`src/rtl/prog_loader_if.sv`:
```
// Host serial link and program-RAM write port of the SAP-1 program loader.
// The host or bench side takes master; the loader takes slave.
interface prog_loader_if;
  localparam int unsigned ADDR_W = 4;
  localparam int unsigned DATA_W = 8;

  logic              sclk;
  logic              sdi;
  logic              cs_n;
  logic              mem_we;
  logic [ADDR_W-1:0] mem_addr;
  logic [DATA_W-1:0] mem_data;
  logic              cpu_rst;
  logic              done;
  logic              error;

  modport master (
    output sclk, sdi, cs_n,
    input  mem_we, mem_addr, mem_data, cpu_rst, done, error
  );

  modport slave (
    input  sclk, sdi, cs_n,
    output mem_we, mem_addr, mem_data, cpu_rst, done, error
  );
endinterface

```
`src/rtl/prog_loader.sv`:
```
// Serial program loader: receives a count byte followed by N data bytes over a
// host-clocked serial link and writes them into the 16x8 program RAM.
module prog_loader (
  input  logic          clk,
  input  logic          rst,
  prog_loader_if.slave  bus
);
  localparam int unsigned BYTE_W = 8;
  localparam int unsigned ADDR_W = 4;
  localparam int unsigned CNT_W  = 5;
  localparam int unsigned BIT_W  = 3;
  localparam int unsigned MAX_N  = 16;

  typedef enum logic [2:0] {IDLE, HEADER, DATA, DONE, ERR} state_t;

  state_t              r_state;
  state_t              w_next;
  logic [1:0]          r_sclk_s;
  logic [1:0]          r_sdi_s;
  logic [1:0]          r_cs_s;
  logic                r_sclk_prev;
  logic                r_cs_prev;
  logic [BYTE_W-1:0]   r_shift;
  logic [BIT_W-1:0]    r_bitcnt;
  logic [CNT_W-1:0]    r_n;
  logic [CNT_W-1:0]    r_wr_cnt;
  logic                r_mem_we;
  logic [ADDR_W-1:0]   r_mem_addr;
  logic [BYTE_W-1:0]   r_mem_data;
  logic                r_cpu_rst;
  logic                r_done;
  logic                r_error;

  logic                w_sclk_rise;
  logic                w_cs_fall;
  logic                w_cs_rise;
  logic                w_byte_done;
  logic [BYTE_W-1:0]   w_byte;
  logic                w_hdr_ok;
  logic                w_wr_go;

  // Two-flop synchronizers plus previous-value taps for edge detection
  always_ff @(posedge clk or posedge rst) begin
    if (rst) begin
      r_sclk_s    <= '0;
      r_sdi_s     <= '0;
      r_cs_s      <= '0;
      r_sclk_prev <= 1'b0;
      r_cs_prev   <= 1'b0;
    end else begin
      r_sclk_s    <= {r_sclk_s[0], bus.sclk};
      r_sdi_s     <= {r_sdi_s[0], bus.sdi};
      r_cs_s      <= {r_cs_s[0], bus.cs_n};
      r_sclk_prev <= r_sclk_s[1];
      r_cs_prev   <= r_cs_s[1];
    end
  end

  assign w_sclk_rise = r_sclk_s[1] & ~r_sclk_prev;
  assign w_cs_fall   = ~r_cs_s[1] & r_cs_prev;
  assign w_cs_rise   = r_cs_s[1] & ~r_cs_prev;
  assign w_byte_done = w_sclk_rise & ~r_cs_s[1] & (r_bitcnt == BIT_W'(7));
  assign w_byte      = {r_shift[BYTE_W-2:0], r_sdi_s[1]};
  assign w_hdr_ok    = (w_byte != '0) && (w_byte <= BYTE_W'(MAX_N));
  assign w_wr_go     = (r_state == DATA) && w_byte_done && (r_wr_cnt < r_n);

  // Deserializer, held clear while the host deselects
  always_ff @(posedge clk or posedge rst) begin
    if (rst) begin
      r_shift  <= '0;
      r_bitcnt <= '0;
    end else if (r_cs_s[1]) begin
      r_shift  <= '0;
      r_bitcnt <= '0;
    end else if (w_sclk_rise) begin
      r_shift  <= w_byte;
      r_bitcnt <= r_bitcnt + BIT_W'(1);
    end
  end

  always_ff @(posedge clk or posedge rst) begin
    if (rst) r_state <= IDLE;
    else     r_state <= w_next;
  end

  always_comb begin
    w_next = r_state;
    unique case (r_state)
      IDLE, DONE, ERR: if (w_cs_fall) w_next = HEADER;
      HEADER: begin
        if (w_cs_rise)        w_next = ERR;
        else if (w_byte_done) w_next = w_hdr_ok ? DATA : ERR;
      end
      DATA: begin
        // The final strobe is issued while still in DATA; DONE follows it
        if (r_mem_we && (r_wr_cnt == r_n)) w_next = DONE;
        else if (w_cs_rise)                w_next = ERR;
      end
      default: w_next = IDLE;
    endcase
  end

  // Registered write port and status outputs
  always_ff @(posedge clk or posedge rst) begin
    if (rst) begin
      r_n        <= '0;
      r_wr_cnt   <= '0;
      r_mem_we   <= 1'b0;
      r_mem_addr <= '0;
      r_mem_data <= '0;
      r_cpu_rst  <= 1'b1;
      r_done     <= 1'b0;
      r_error    <= 1'b0;
    end else begin
      r_mem_we  <= w_wr_go;
      r_cpu_rst <= (w_next != DONE);
      r_done    <= (w_next == DONE);
      r_error   <= (w_next == ERR);
      if ((r_state == HEADER) && w_byte_done && w_hdr_ok) begin
        r_n      <= CNT_W'(w_byte);
        r_wr_cnt <= '0;
      end
      if (w_wr_go) begin
        r_mem_addr <= r_wr_cnt[ADDR_W-1:0];
        r_mem_data <= w_byte;
        r_wr_cnt   <= r_wr_cnt + CNT_W'(1);
      end
    end
  end

  assign bus.mem_we   = r_mem_we;
  assign bus.mem_addr = r_mem_addr;
  assign bus.mem_data = r_mem_data;
  assign bus.cpu_rst  = r_cpu_rst;
  assign bus.done     = r_done;
  assign bus.error    = r_error;
endmodule
```
`src/flat_wrapper.sv`:
```
// flat-port wrapper written by rule: the top's interface ports become plain ports
module prog_loader_flat 
  (clk, rst, bus_sclk, bus_sdi, bus_cs_n, bus_mem_we, bus_mem_addr, bus_mem_data, bus_cpu_rst, bus_done, bus_error);
  prog_loader_if bus_i ();
  input  logic clk;
  input  logic rst;
  input wire logic [$bits(bus_i.sclk)-1:0] bus_sclk;
  input wire logic [$bits(bus_i.sdi)-1:0] bus_sdi;
  input wire logic [$bits(bus_i.cs_n)-1:0] bus_cs_n;
  output wire logic [$bits(bus_i.mem_we)-1:0] bus_mem_we;
  output wire logic [$bits(bus_i.mem_addr)-1:0] bus_mem_addr;
  output wire logic [$bits(bus_i.mem_data)-1:0] bus_mem_data;
  output wire logic [$bits(bus_i.cpu_rst)-1:0] bus_cpu_rst;
  output wire logic [$bits(bus_i.done)-1:0] bus_done;
  output wire logic [$bits(bus_i.error)-1:0] bus_error;
  assign bus_i.sclk = bus_sclk;
  assign bus_i.sdi = bus_sdi;
  assign bus_i.cs_n = bus_cs_n;
  assign bus_mem_we = bus_i.mem_we;
  assign bus_mem_addr = bus_i.mem_addr;
  assign bus_mem_data = bus_i.mem_data;
  assign bus_cpu_rst = bus_i.cpu_rst;
  assign bus_done = bus_i.done;
  assign bus_error = bus_i.error;
  prog_loader u_core (.clk(clk), .rst(rst), .bus(bus_i));
endmodule
```
`config.mk`:
```
export PLATFORM = sky130hd
export DESIGN_NAME = prog_loader_flat
export DESIGN_NICKNAME = d
export VERILOG_FILES = /design/src/rtl/prog_loader_if.sv /design/src/rtl/prog_loader.sv /design/src/flat_wrapper.sv
export SDC_FILE = /design/constraint.sdc
export NUM_CORES = 1
export LEC_CHECK = 0
export ABC_CLOCK_PERIOD_IN_PS = 4560
export CORE_ASPECT_RATIO = 1.2
export CORE_MARGIN = 10
export CORE_UTILIZATION = 55
export CTS_BUF_LIST = sky130_fd_sc_hd__clkbuf_4
export DETAILED_ROUTE_END_ITERATION = 10
export PLACE_DENSITY = 0.78
export SYNTH_ARGS = -nofsm -noshare
export SYNTH_HDL_FRONTEND = slang
export SYNTH_SLANG_ARGS = --single-unit
```
`constraint.sdc`:
```
create_clock -name clk -period 4.56 [get_ports clk]
set_input_delay 0.684 -clock clk [delete_from_list [all_inputs] [get_ports clk]]
set_output_delay 0.684 -clock clk [all_outputs]
set_load 0.02 [all_outputs]
```
==> impl_metrics.yaml <==
grt:
  grt_pass1_wl_mm: 6.79
  grt-ovfl-total: 0
  grt_pass1_vias: 1487
  grt_usage_pct: 13.6
  grt_max_degree: 48
  antenna_found_initial: 0
run:
  cap_violations: 0
synth:
  synth_top_area_cell: "dfrtp_1"
  ys_seq_elements: 47
  async_reset_ff_share_pct: 100
  synth_most_common_cell: "nand2_1"
  syn_nets: 207
  ys_types: 35
  synth.top_cell.area_share_pct: 57.5
  synth-seq-area-share_pct: 58.8
  yosys_most_used_dff: "dfrtp_1"
  syn_area_um2: 2000
  synth_commonest_cells: "nand2_1 (58), dfrtp_1 (46), a21oi_1 (11), inv_1 (11)"
  ys_top_cells_by_area: "dfrtp_1 (57%), nand2_1 (11%), ha_1 (5.0%)"
  syn_area_per_cell_um2: 10.3
  synth_warnings: 0
  synth_edf_count: 0
  synthCells: 194
sta:
  relSlewSlack_pct: 38.2
  setup_viol: 0
  final.setup_skew_ns: 0.0106
  setup_tns_ns: 0
  tightestPinTransition_ns: 0.926
  fmax_mhz: 411
  fin_hold_ws_ns: 0.364
  fin_crit_ns: 2.43
  hold_viol: 0
  slew_violations: 0
  rsz0062_at_grt: "false"
  fin_crit_sh_pct: 53.4
worst_setup_path:
  worstReg2RegEnd: "u_core.r_wr_cnt[1]"
  crit-reg2reg-launch: "u_core.r_sclk_prev"
  cp-endpoint: "u_core.r_wr_cnt[1]"
  ff2ff_setup_slack_ns: 2.13
  critPathLaunch: "u_core.r_sclk_prev"
  ff2ff_path_depth: 6
  cp-end-kind: "flop"
  arrival_ns: 2.76
  critPathLaunchType: "flop"
  required_ns: 4.89
  worstSetupPathType: "flop to flop"
  cp_max_fo: 23
cells_and_area:
  n_antenna_cell: 0
  final_nets: 227
  area_delta_synth_final_pct: 13.5
  fillCellCount: 268
  drive_gt1_share_pct: 9.77
outcome:
  status: "completed"
routing:
  wire_per_inst_um: 15.1
  first_iter_violations: 145
  routed_via_density: 5.72
  drc_errors: 0
  wl_mm: 3.81
  vias: 1442
  antenna_left: 0
  first_pass_iters: 4
clock_tree:
  cts_tree: "yes"
  hold_buffers: 0
  clk_latency_ns: 0.37
  cts_resized: 0
  cts_setup_buffers: 0
  clockBufferDepth: 2
  cts_made_buffers: 5
  clock_sinks: 47
  cts_root_buf: "clkbuf_4"
  path_clk_slew_ns: 0.14
  cts.htree.levels: 2
floorplanning:
  ioPinCount: 21
  die_w_um: 75.1
  initial_utilization_pct: 58.5
  rows: 23
  die-area_um2: 6460
  die_h_um: 86.1
  core_um2: 3420
min_path:
  hold_class: "flop to flop"
power_and_ir_drop:
  sw_frac_of_total_pct: 28.2
  p_int_mw: 0.528
  leakage_nw: 1.07
  power.density_nw_per_um2: 324
  p_sw_mw: 0.208
  clkPwrFrac_pct: 26.6
  pwr-share-comb_pct: 11.3
  ir_drop_uv: 256
  seqPwrFrac_pct: 62.0
place:
  io_buffers: 20
  dp_hpwl_mm: 2.77
  gp_congestion: 0.830
-- layout make-up --
cell class                      count  area (um2)  share of cell area (%)
Sequential cell                    47        1180                    51.8
Multi-Input combinational cell    129         749                    33.0
Timing Repair Buffer               20         200                    8.81
Tap cell                           37        46.3                    2.04
Clock buffer                        5        37.5                    1.65
Inverter                           11        41.3                    1.82
Clock inverter                      3        20.0                   0.881
-- flip-flops by register name, summed over array words and instances (netlist names) --
name	cells
u_core.r_sdi_s	2
u_core.bus.mem_data	8
u_core.r_sclk_prev	1
u_core.bus.mem_we	1
u_core.r_wr_cnt	5
u_core.r_n	5
u_core.r_state	3
u_core.r_sclk_s	2
u_core.bus.error	1
u_core.bus.mem_addr	4
u_core.bus.cpu_rst	1
u_core.r_cs_prev	1
u_core.r_bitcnt	3
u_core.r_shift	7
u_core.r_cs_s	2
u_core.bus.done	1
-- worst max-delay path, stage by stage (launching register included) --
cell and delay (ns):
dfrtp_1 0.42, nor2b_2 0.39, and3_1 0.39, o2111ai_2 0.50
inv_1 0.49, nand2_1 0.13, nand2_1 0.07
-- through the flow --
stage               worst slack, ns  util, %  power [mW]  std cells  area, um2
CTS                            2.14     66.4       0.740        252       2270
global route                   1.83     66.4       0.773        252       2270
floorplan                      2.76        -       0.518        194       2000
global placement               2.25     64.7       0.540        244       2210
finish                         2.13     66.4       0.736        252       2270
detailed placement             2.16     64.7       0.548        244       2210
-- power by group through the flow --
stage | Clock (mW) | Sequential, mW | Combinational (mW)
floorplan | 0 | 0.463 | 0.0546
global placement | 0 | 0.462 | 0.0783
detailed placement | 0 | 0.464 | 0.0839
CTS | 0.199 | 0.456 | 0.0840
global route | 0.219 | 0.460 | 0.0938
finish | 0.196 | 0.457 | 0.0833
-- logic make-up after synthesis --
logic type / count (synthesis) / synth area share [%]
AND/OR/NAND/NOR: 86 / 19.9
flip-flops: 47 / 58.8
AO/OA/AOI/OAI: 27 / 8.38
buffers and inverters: 18 / 3.75
adder cells (fa/ha/maj): 8 / 5.00
multiplexers: 5 / 2.81
XOR/XNOR: 3 / 1.31
-- per-layer routing --
layer | part of all wire [%] | wire [um] | global-route usage [%]
met5 | 0 | 0 | 0
met4 | 2.4 | 90 | 7.24
met3 | 3.6 | 138 | 4.27
met2 | 52 | 2000 | 21.3
met1 | 42 | 1580 | 16.1
-- layout by cell type (no fill, tap or decap), types with 4 or more instances in the layout --
master and count:
ha_1 8, nand3_1 8, nand2_1 58, nor2_1 4
a21oi_1 11, dfrtp_1 46, inv_1 10, clkbuf_4 5
o21ai_0 6, nand2b_1 4, clkdlybuf4s50_1 20, mux2_2 5
-- worst min-delay path by stage --
| stage | to | start | slack (ns) | cells past startpoint |
|---|---|---|---|---|
| global placement | u_core.r_cs_s[1] | u_core.r_cs_s[0] | 0.33 | 0 |
| CTS | u_core.r_sclk_s[1] | u_core.r_sclk_s[0] | 0.37 | 0 |
| floorplan | u_core.r_cs_s[1] | u_core.r_cs_s[0] | 0.33 | 0 |
| finish | u_core.r_sclk_s[1] | u_core.r_sclk_s[0] | 0.36 | 0 |
| global route | u_core.r_sdi_s[1] | u_core.r_sdi_s[0] | 0.38 | 0 |
| detailed placement | u_core.r_sclk_s[1] | u_core.r_sclk_s[0] | 0.34 | 0 |
No activity file was read; power rests on OpenSTA's default activity.
